$ cat config.mk
export PLATFORM = sky130hd
export DESIGN_NAME = alu_issue_ctrl
export DESIGN_NICKNAME = d
export VERILOG_FILES = /design/src/rtl/alu_issue_ctrl.sv
export SDC_FILE = /design/constraint.sdc
export NUM_CORES = 1
export LEC_CHECK = 0
export BUFFER_PORTS_ARGS = -buffer_cell sky130_fd_sc_hd__buf_4
export CAP_MARGIN = 5
export CORE_MARGIN = 8
export CORE_UTILIZATION = 40
export CTS_CLUSTER_DIAMETER = 200
export CTS_CLUSTER_SIZE = 14
export DETAILED_ROUTE_END_ITERATION = 8
export GPL_TIMING_DRIVEN = 0
export PLACE_DENSITY = 0.74
export SLEW_MARGIN = 20
export SYNTH_ARGS = -nofsm -noshare
export SYNTH_HDL_FRONTEND = slang
export SYNTH_SLANG_ARGS = --single-unit
$ cat constraint.sdc
create_clock -name clk -period 1.8 [get_ports clk]
set_input_delay 0.18 -clock clk [delete_from_list [all_inputs] [get_ports clk]]
set_output_delay 0.18 -clock clk [all_outputs]
set_load 0.05 [all_outputs]
$ cat src/rtl/alu_issue_ctrl.sv
// Issue-side sequencer for the datapath ALU: accepts one request, drives the ALU,
// waits a fixed settle time, then holds the captured result until it is consumed.
module alu_issue_ctrl #(
   parameter int SETTLE_CYCLES = 1,
   parameter int CNT_W         = 16
) (
   input  logic             clk,
   input  logic             rst_n,
   input  logic             req_valid,
   output logic             req_ready,
   input  logic [3:0]       req_opcode,
   input  logic [15:0]      req_op1,
   input  logic [15:0]      req_op2,
   input  logic [15:0]      req_immd,
   output logic [2:0]       alu_control_out,
   output logic [15:0]      Op1,
   output logic [15:0]      Op2,
   output logic [15:0]      immd,
   input  logic [15:0]      alu_result,
   input  logic [15:0]      alu_r0,
   input  logic             alu_pos,
   input  logic             alu_neg,
   output logic             rsp_valid,
   input  logic             rsp_ready,
   output logic [15:0]      rsp_result,
   output logic [15:0]      rsp_r0,
   output logic             rsp_pos,
   output logic             rsp_neg,
   output logic             rsp_err,
   output logic [CNT_W-1:0] op_count
);

   localparam int SC_W = (SETTLE_CYCLES > 1) ? $clog2(SETTLE_CYCLES) : 1;
   localparam logic [SC_W-1:0] SETTLE_LOAD = SC_W'(SETTLE_CYCLES - 1);

   typedef enum logic [1:0] {
      IDLE   = 2'd0,
      SETTLE = 2'd1,
      RESP   = 2'd2
   } state_t;

   state_t          state;
   state_t          state_next;
   logic [SC_W-1:0] settle_cnt;
   logic            accept;
   logic            capture;

   assign accept  = req_valid && (state == IDLE);
   assign capture = (state == SETTLE) && (settle_cnt == '0);

   always_ff @(posedge clk or negedge rst_n) begin
      if (!rst_n) begin
         state <= IDLE;
      end else begin
         state <= state_next;
      end
   end

   always_comb begin
      state_next = state;
      case (state)
         IDLE: begin
            if (req_valid) begin
               state_next = req_opcode[3] ? RESP : SETTLE;
            end
         end
         SETTLE: begin
            if (settle_cnt == '0) begin
               state_next = RESP;
            end
         end
         RESP: begin
            if (rsp_ready) begin
               state_next = IDLE;
            end
         end
         default: state_next = IDLE;
      endcase
   end

   always_comb begin
      req_ready = (state == IDLE);
      rsp_valid = (state == RESP);
   end

   // ALU drive registers only change on a legal accept so the ALU stays stable afterwards
   always_ff @(posedge clk or negedge rst_n) begin
      if (!rst_n) begin
         alu_control_out <= '0;
         Op1             <= '0;
         Op2             <= '0;
         immd            <= '0;
         settle_cnt      <= '0;
      end else if (accept && !req_opcode[3]) begin
         alu_control_out <= req_opcode[2:0];
         Op1             <= req_op1;
         Op2             <= req_op2;
         immd            <= req_immd;
         settle_cnt      <= SETTLE_LOAD;
      end else if ((state == SETTLE) && (settle_cnt != '0)) begin
         settle_cnt <= settle_cnt - SC_W'(1);
      end
   end

   always_ff @(posedge clk or negedge rst_n) begin
      if (!rst_n) begin
         rsp_result <= '0;
         rsp_r0     <= '0;
         rsp_pos    <= 1'b0;
         rsp_neg    <= 1'b0;
         rsp_err    <= 1'b0;
         op_count   <= '0;
      end else if (accept && req_opcode[3]) begin
         rsp_result <= '0;
         rsp_r0     <= '0;
         rsp_pos    <= 1'b0;
         rsp_neg    <= 1'b0;
         rsp_err    <= 1'b1;
      end else if (capture) begin
         rsp_result <= alu_result;
         rsp_r0     <= alu_r0;
         rsp_pos    <= alu_pos;
         rsp_neg    <= alu_neg;
         rsp_err    <= 1'b0;
         op_count   <= op_count + CNT_W'(1);
      end
   end

endmodule

After elaboration in Yosys (flattened, before gate mapping). Cells that the tools add are included.

Reduce and logical (&&, ||, !) cells: 11. $add $sub $neg: 2. Bitwise operators: 2. Eq/ne operators: 5. Muxes and demuxes: 17.

Operators by type and width (count): $mux W16 (4); $add A16 B1 Y16 const B (1); $mux W1 (8); $mux W2 (4); $pmux W2 S3 (1); $logic_and A1 B1 Y1 (5); $ne A2 B2 Y1 const B (2); $reduce_bool A2 Y1 (2); $reduce_and A3 Y1 (1); $eq A2 B1 Y1 const B (1); $eq A2 B2 Y1 const B (1); $logic_not A2 Y1 (1); $ne A2 B1 Y1 const B (1); $not A1 Y1 (2); $reduce_and A2 Y1 (1); $logic_not A1 Y1 (1); $sub A1 B1 Y1 const B (1).

Register bits: 105. Word-level logic and storage cells: 49. Output and inout bits: 104. Input bits: 90.

Longest topological paths before layout.
Word-level depth: 5. Gate-level depth with buffers: 5. Mapped depth without buffers: 4.

Worst setup path after synthesis. Ideal clock, no wire load.

Path type: register to register. Start point: register op_count[0]. End point: register op_count[14]. Data required time: 1.720 ns. Setup time: 0.080 ns. Stages on the path, launching flop included: 5. Data arrival time: 1.565 ns. Clock period less this slack: 1.645 ns. Setup slack: 0.155 ns. Path buffers: 0. Cell sequence: dfrtp_1 -> ha_1 -> nand4_2 -> nor4_2 -> xnor2_1.

Longest elaborated chain between the ends: 1.

RTL lines: from (decl) (line 30) `output logic [CNT_W-1:0] op_count`; from (signal assigned) (line 125) `op_count <= op_count + CNT_W'(1);`; $add A16 B1 Y16 (line 125).

Every way passes these cells. A chain may end at the register's enable or synchronous reset.

Worst setup path after layout.
Start point: register state[1]. End point: register Op1[4].

Longest elaborated chain between the ends: 3.

RTL lines: from (decl) (line 42) `state_t state;`; from (signal assigned) (line 55) `state <= state_next;`; $logic_not A2 Y1 (line 48) `assign accept = req_valid && (state == IDLE);`; $logic_and A1 B1 Y1 (line 48); $logic_and A1 B1 Y1 (line 94) `end else if (accept && !req_opcode[3]) begin`; to (signal assigned) (line 96) `Op1 <= req_op1;`; to (decl) (line 16) `output logic [15:0] Op1,`.

Every way passes these cells.

==> results.toml <==
[placement]
post-place-ws_ps = -111
place_area_um2 = 5650
post-dp-hpwl_um = 7930
number_of_port_buffers = 193
globalplace.congestion = 0.738

[worst_setup_path]
timing_worst_setup_path_type = "register to register"
critPathLaunchType = "register"
rr_worst_depth = 4
worstReg2RegEnd = "Op1[4]"
end_kind = "register"
critical_path.reg2reg.startpoint = "state[1]"
worst-r2r-setup-slack_ps = 190
critical_path_arrival_ps = 1850
critical_path.max_fanout = 10
required_ps = 2040

[sta]
slew_headroom_pct = 38.0
final.period_utilization_pct = 89.4
worst_slack_ps = 190
timing.final.hold_violations = 0
finalHoldWorstSlack_ps = 33.6
final.setup.tns_ps = 0
grt_setup_unrepaired = "false"
worst_slew_pin_slew_ps = 930
clock.fmax_ghz = 0.621
timing.final.max_slew_violations = 0
finalSetupViolCount = 0
min_period_ps = 1610
worst_clock_skew_ps = 7.42

[grt]
first_global_vias = 3154
grt_max_degree = 106
grt_util_all_layers_pct = 15.2
initial_antenna_violation_count = 0
grt_overflow = 0
grt_first_pass_wirelength_um = 16100

[clock_network]
clkLatencyLatePin_ps = 350
cts-buffers-inserted = 9
tritoncts_clock_tree = "done"
cts.clk_slew.worst_paths_ps = 90
cts.sinks = 105
htree_num_levels = 3
clk_root_buffer_cell = "clkbuf_8"
post_cts_resized = 0
cts_buffer_depth = 2

[min_path]
whs_path_depth = 2
holdCritPathClass = "input port to register"
worstHoldEndpoint = "Op2[7]"
min-delay-start = "req_op2[7]"

[job]
max-cap-violations = 0

[floorplanning]
die_height_um = 116
chipWidth_um = 116
io-pin-count = 194
fp-row-count = 36
die_outline_area_um2 = 13500
coreArea_um2 = 9770
initial_utilization_pct = 41.2

[route]
detail_route.drc_violations = 0
drt-initial-drc-count = 109
detail_route.wl_per_cell_um = 16.9
detail_route.wirelength_um = 10300
avgViaCountPerCell = 4.83
first_pass_iteration_count_of_the_detailed_router = 4
total_vias_in_the_final_route = 2948
detail-route-antenna-nets = 0

[synth]
synthAdderAreaFrac_pct = 0.310
syn-cell-area_um2 = 4030
synth_common_cells = "105 x dfrtp_1, 34 x a22o_1, 30 x mux2_2, 22 x mux2_1, 11 x nand2_1"
synth-compound-area-share_pct = 8.38
synth_async_sr_flop_share_pct = 100
yosys.cell_count.top_type = "dfrtp_1"
yosys.area.top_type_share_pct = 65.2
post-synth-top-area-cell = "dfrtp_1"
synth_simple_gate_area_share_pct = 5.43
synth.area.top_cells = "dfrtp_1 65%, mux2_2 8.4%, a22o_1 7.4%"
synth_enable_flop_cells = 0
synth.yosys.warnings = 0
synth_top_family_by_area = "multiplexers"
synth.distinct_cells = 29
postSynthCellCount = 264
synth_xor_area_share_pct = 3.26
synthesis.nets = 355
synth_seq_cells = 105
yosys-mux-area-fraction_pct = 14.8
synth_seq_area_share_pct = 65.2
dominant_register_cell_in_the_synthesized_netlist = "dfrtp_1"
post_synth.cell_area_avg_um2 = 15.3

[layout]
regArea_um2 = 2630
multi_input_comb_area_um2 = 1300
diodes = 0
flow.area_growth_from_synthesis_pct = 46.1
layout-drive-gt1-share_pct = 53.7
fin_nets = 563
fillCellCount = 783
postLayoutCellArea_um2 = 5890
postLayoutCoreUtil_pct = 60.3

[power]
power_frac_seq_pct = 34.1
intPower_w = 0.00566
power.density_cell_area_nw_per_um2 = 1840
clock_power_share_pct = 12.8
worst_ir_drop_vdd_uv = 975
p_comb_share_pct = 53.1
sw_power_w = 0.00520
power.static_leakage_nw = 2.94
swShare_pct = 47.9

[status]
status = "finished, final reports clean"
==> sequential cells by signal, summed over array words and instances (netlist names) <==
name	flops
rsp_result	16
rsp_pos	1
immd	16
op_count	16
state	2
settle_cnt	1
rsp_neg	1
rsp_r0	16
Op1	16
rsp_err	1
alu_control_out	3
Op2	16
==> through the flow <==
step	power, W	instances
3_5_place_dp	0.00957	590
4_1_cts	0.0110	610
6_report	0.0109	610
5_1_grt	0.0114	610
2_1_floorplan	0.00757	264
3_3_place_gp	0.00948	590
==> placed cells by master, fill, tap and decap left out, drive strengths merged <==
| cell type | Yosys | routed |
|---|---|---|
| o21ai | 2 | 2 |
| nor3b | 1 | 1 |
| o31ai | 1 | 1 |
| buf | 10 | 205 |
| clkinvlp | 0 | 2 |
| nand2 | 11 | 11 |
| nand4 | 5 | 5 |
| mux2 | 52 | 52 |
| dlygate4sd3 | 0 | 2 |
| a22o | 34 | 34 |
| nand3 | 2 | 2 |
| and4 | 2 | 2 |
| and3 | 1 | 1 |
| xnor2 | 6 | 6 |
| a211oi | 1 | 1 |
| nor4 | 2 | 2 |
| clkbuf | 3 | 16 |
| a31o | 1 | 1 |
| clkinv | 0 | 1 |
| mux2i | 1 | 1 |
| nor3 | 4 | 4 |
| a31oi | 1 | 1 |
| xor2 | 9 | 9 |
| inv | 3 | 3 |
| dfrtp | 105 | 105 |
| nor2 | 5 | 5 |
| nor4b | 1 | 1 |
| ha | 1 | 1 |
==> worst max-delay path by stage <==
stage                     start      endpoint  slack, ps  cells past startpoint
floorplan           op_count[0]  op_count[14]        150                      4
global placement       state[0]       immd[7]        -90                      4
detailed placement     state[1]        Op2[5]       -110                      3
CTS                    state[1]        Op1[4]        190                      4
global route           state[1]      state[1]         60                      4
finish                 state[1]        Op1[4]        190                      4
==> metal layers <==
layer  wire, um  global-route usage, %
met1       4180                   18.9
met3       1030                   5.17
met2       4980                   23.9
met4        140                   5.70
met5          0                      0
==> what timing repair did <==
item	CTS	global route
endpoints found under the hold margin	106	0
setup endpoints to repair	48	0
hold buffers	2	0
buffers inserted	2	0
==> logic make-up (layout without fill, tap and decap cells) <==
group / count (synthesis) / count (layout)
AOI/OAI and AO/OA: 40 / 40
xor gates and xnor gates: 15 / 15
buffers and inverters: 16 / 229
and+or+nand+nor: 34 / 34
DFF: 105 / 105
muxes: 53 / 53
adders and majority gates: 1 / 1
==> power groups by stage <==
| stage | Combinational, W | Clock [W] | Sequential (W) |
|---|---|---|---|
| final | 0.00577 | 0.00139 | 0.00370 |
| after global routing | 0.00601 | 0.00153 | 0.00382 |
| after CTS | 0.00584 | 0.00144 | 0.00370 |
| after detailed placement | 0.00583 | 0 | 0.00373 |
| after global placement | 0.00578 | 0 | 0.00370 |
| after floorplan | 0.000969 | 0 | 0.00661 |
==> cell type report <==
cell class              count  area share [%]
clock buffers              13            2.87
flip-flops and latches    105            44.6
clock inverters             3           0.404
multi-input cells         143            22.0
inverters                   3           0.191
well taps                 133            2.83
plain buffers              13            1.61
repair buffers            197            25.5
==> worst max-delay path: stages (launching register included) <==
cell,delay [ps]
dfrtp_1,480
nor4b_4,350
buf_12,170
buf_6,150
mux2_2,350
Power figures use the tool's default switching activity.
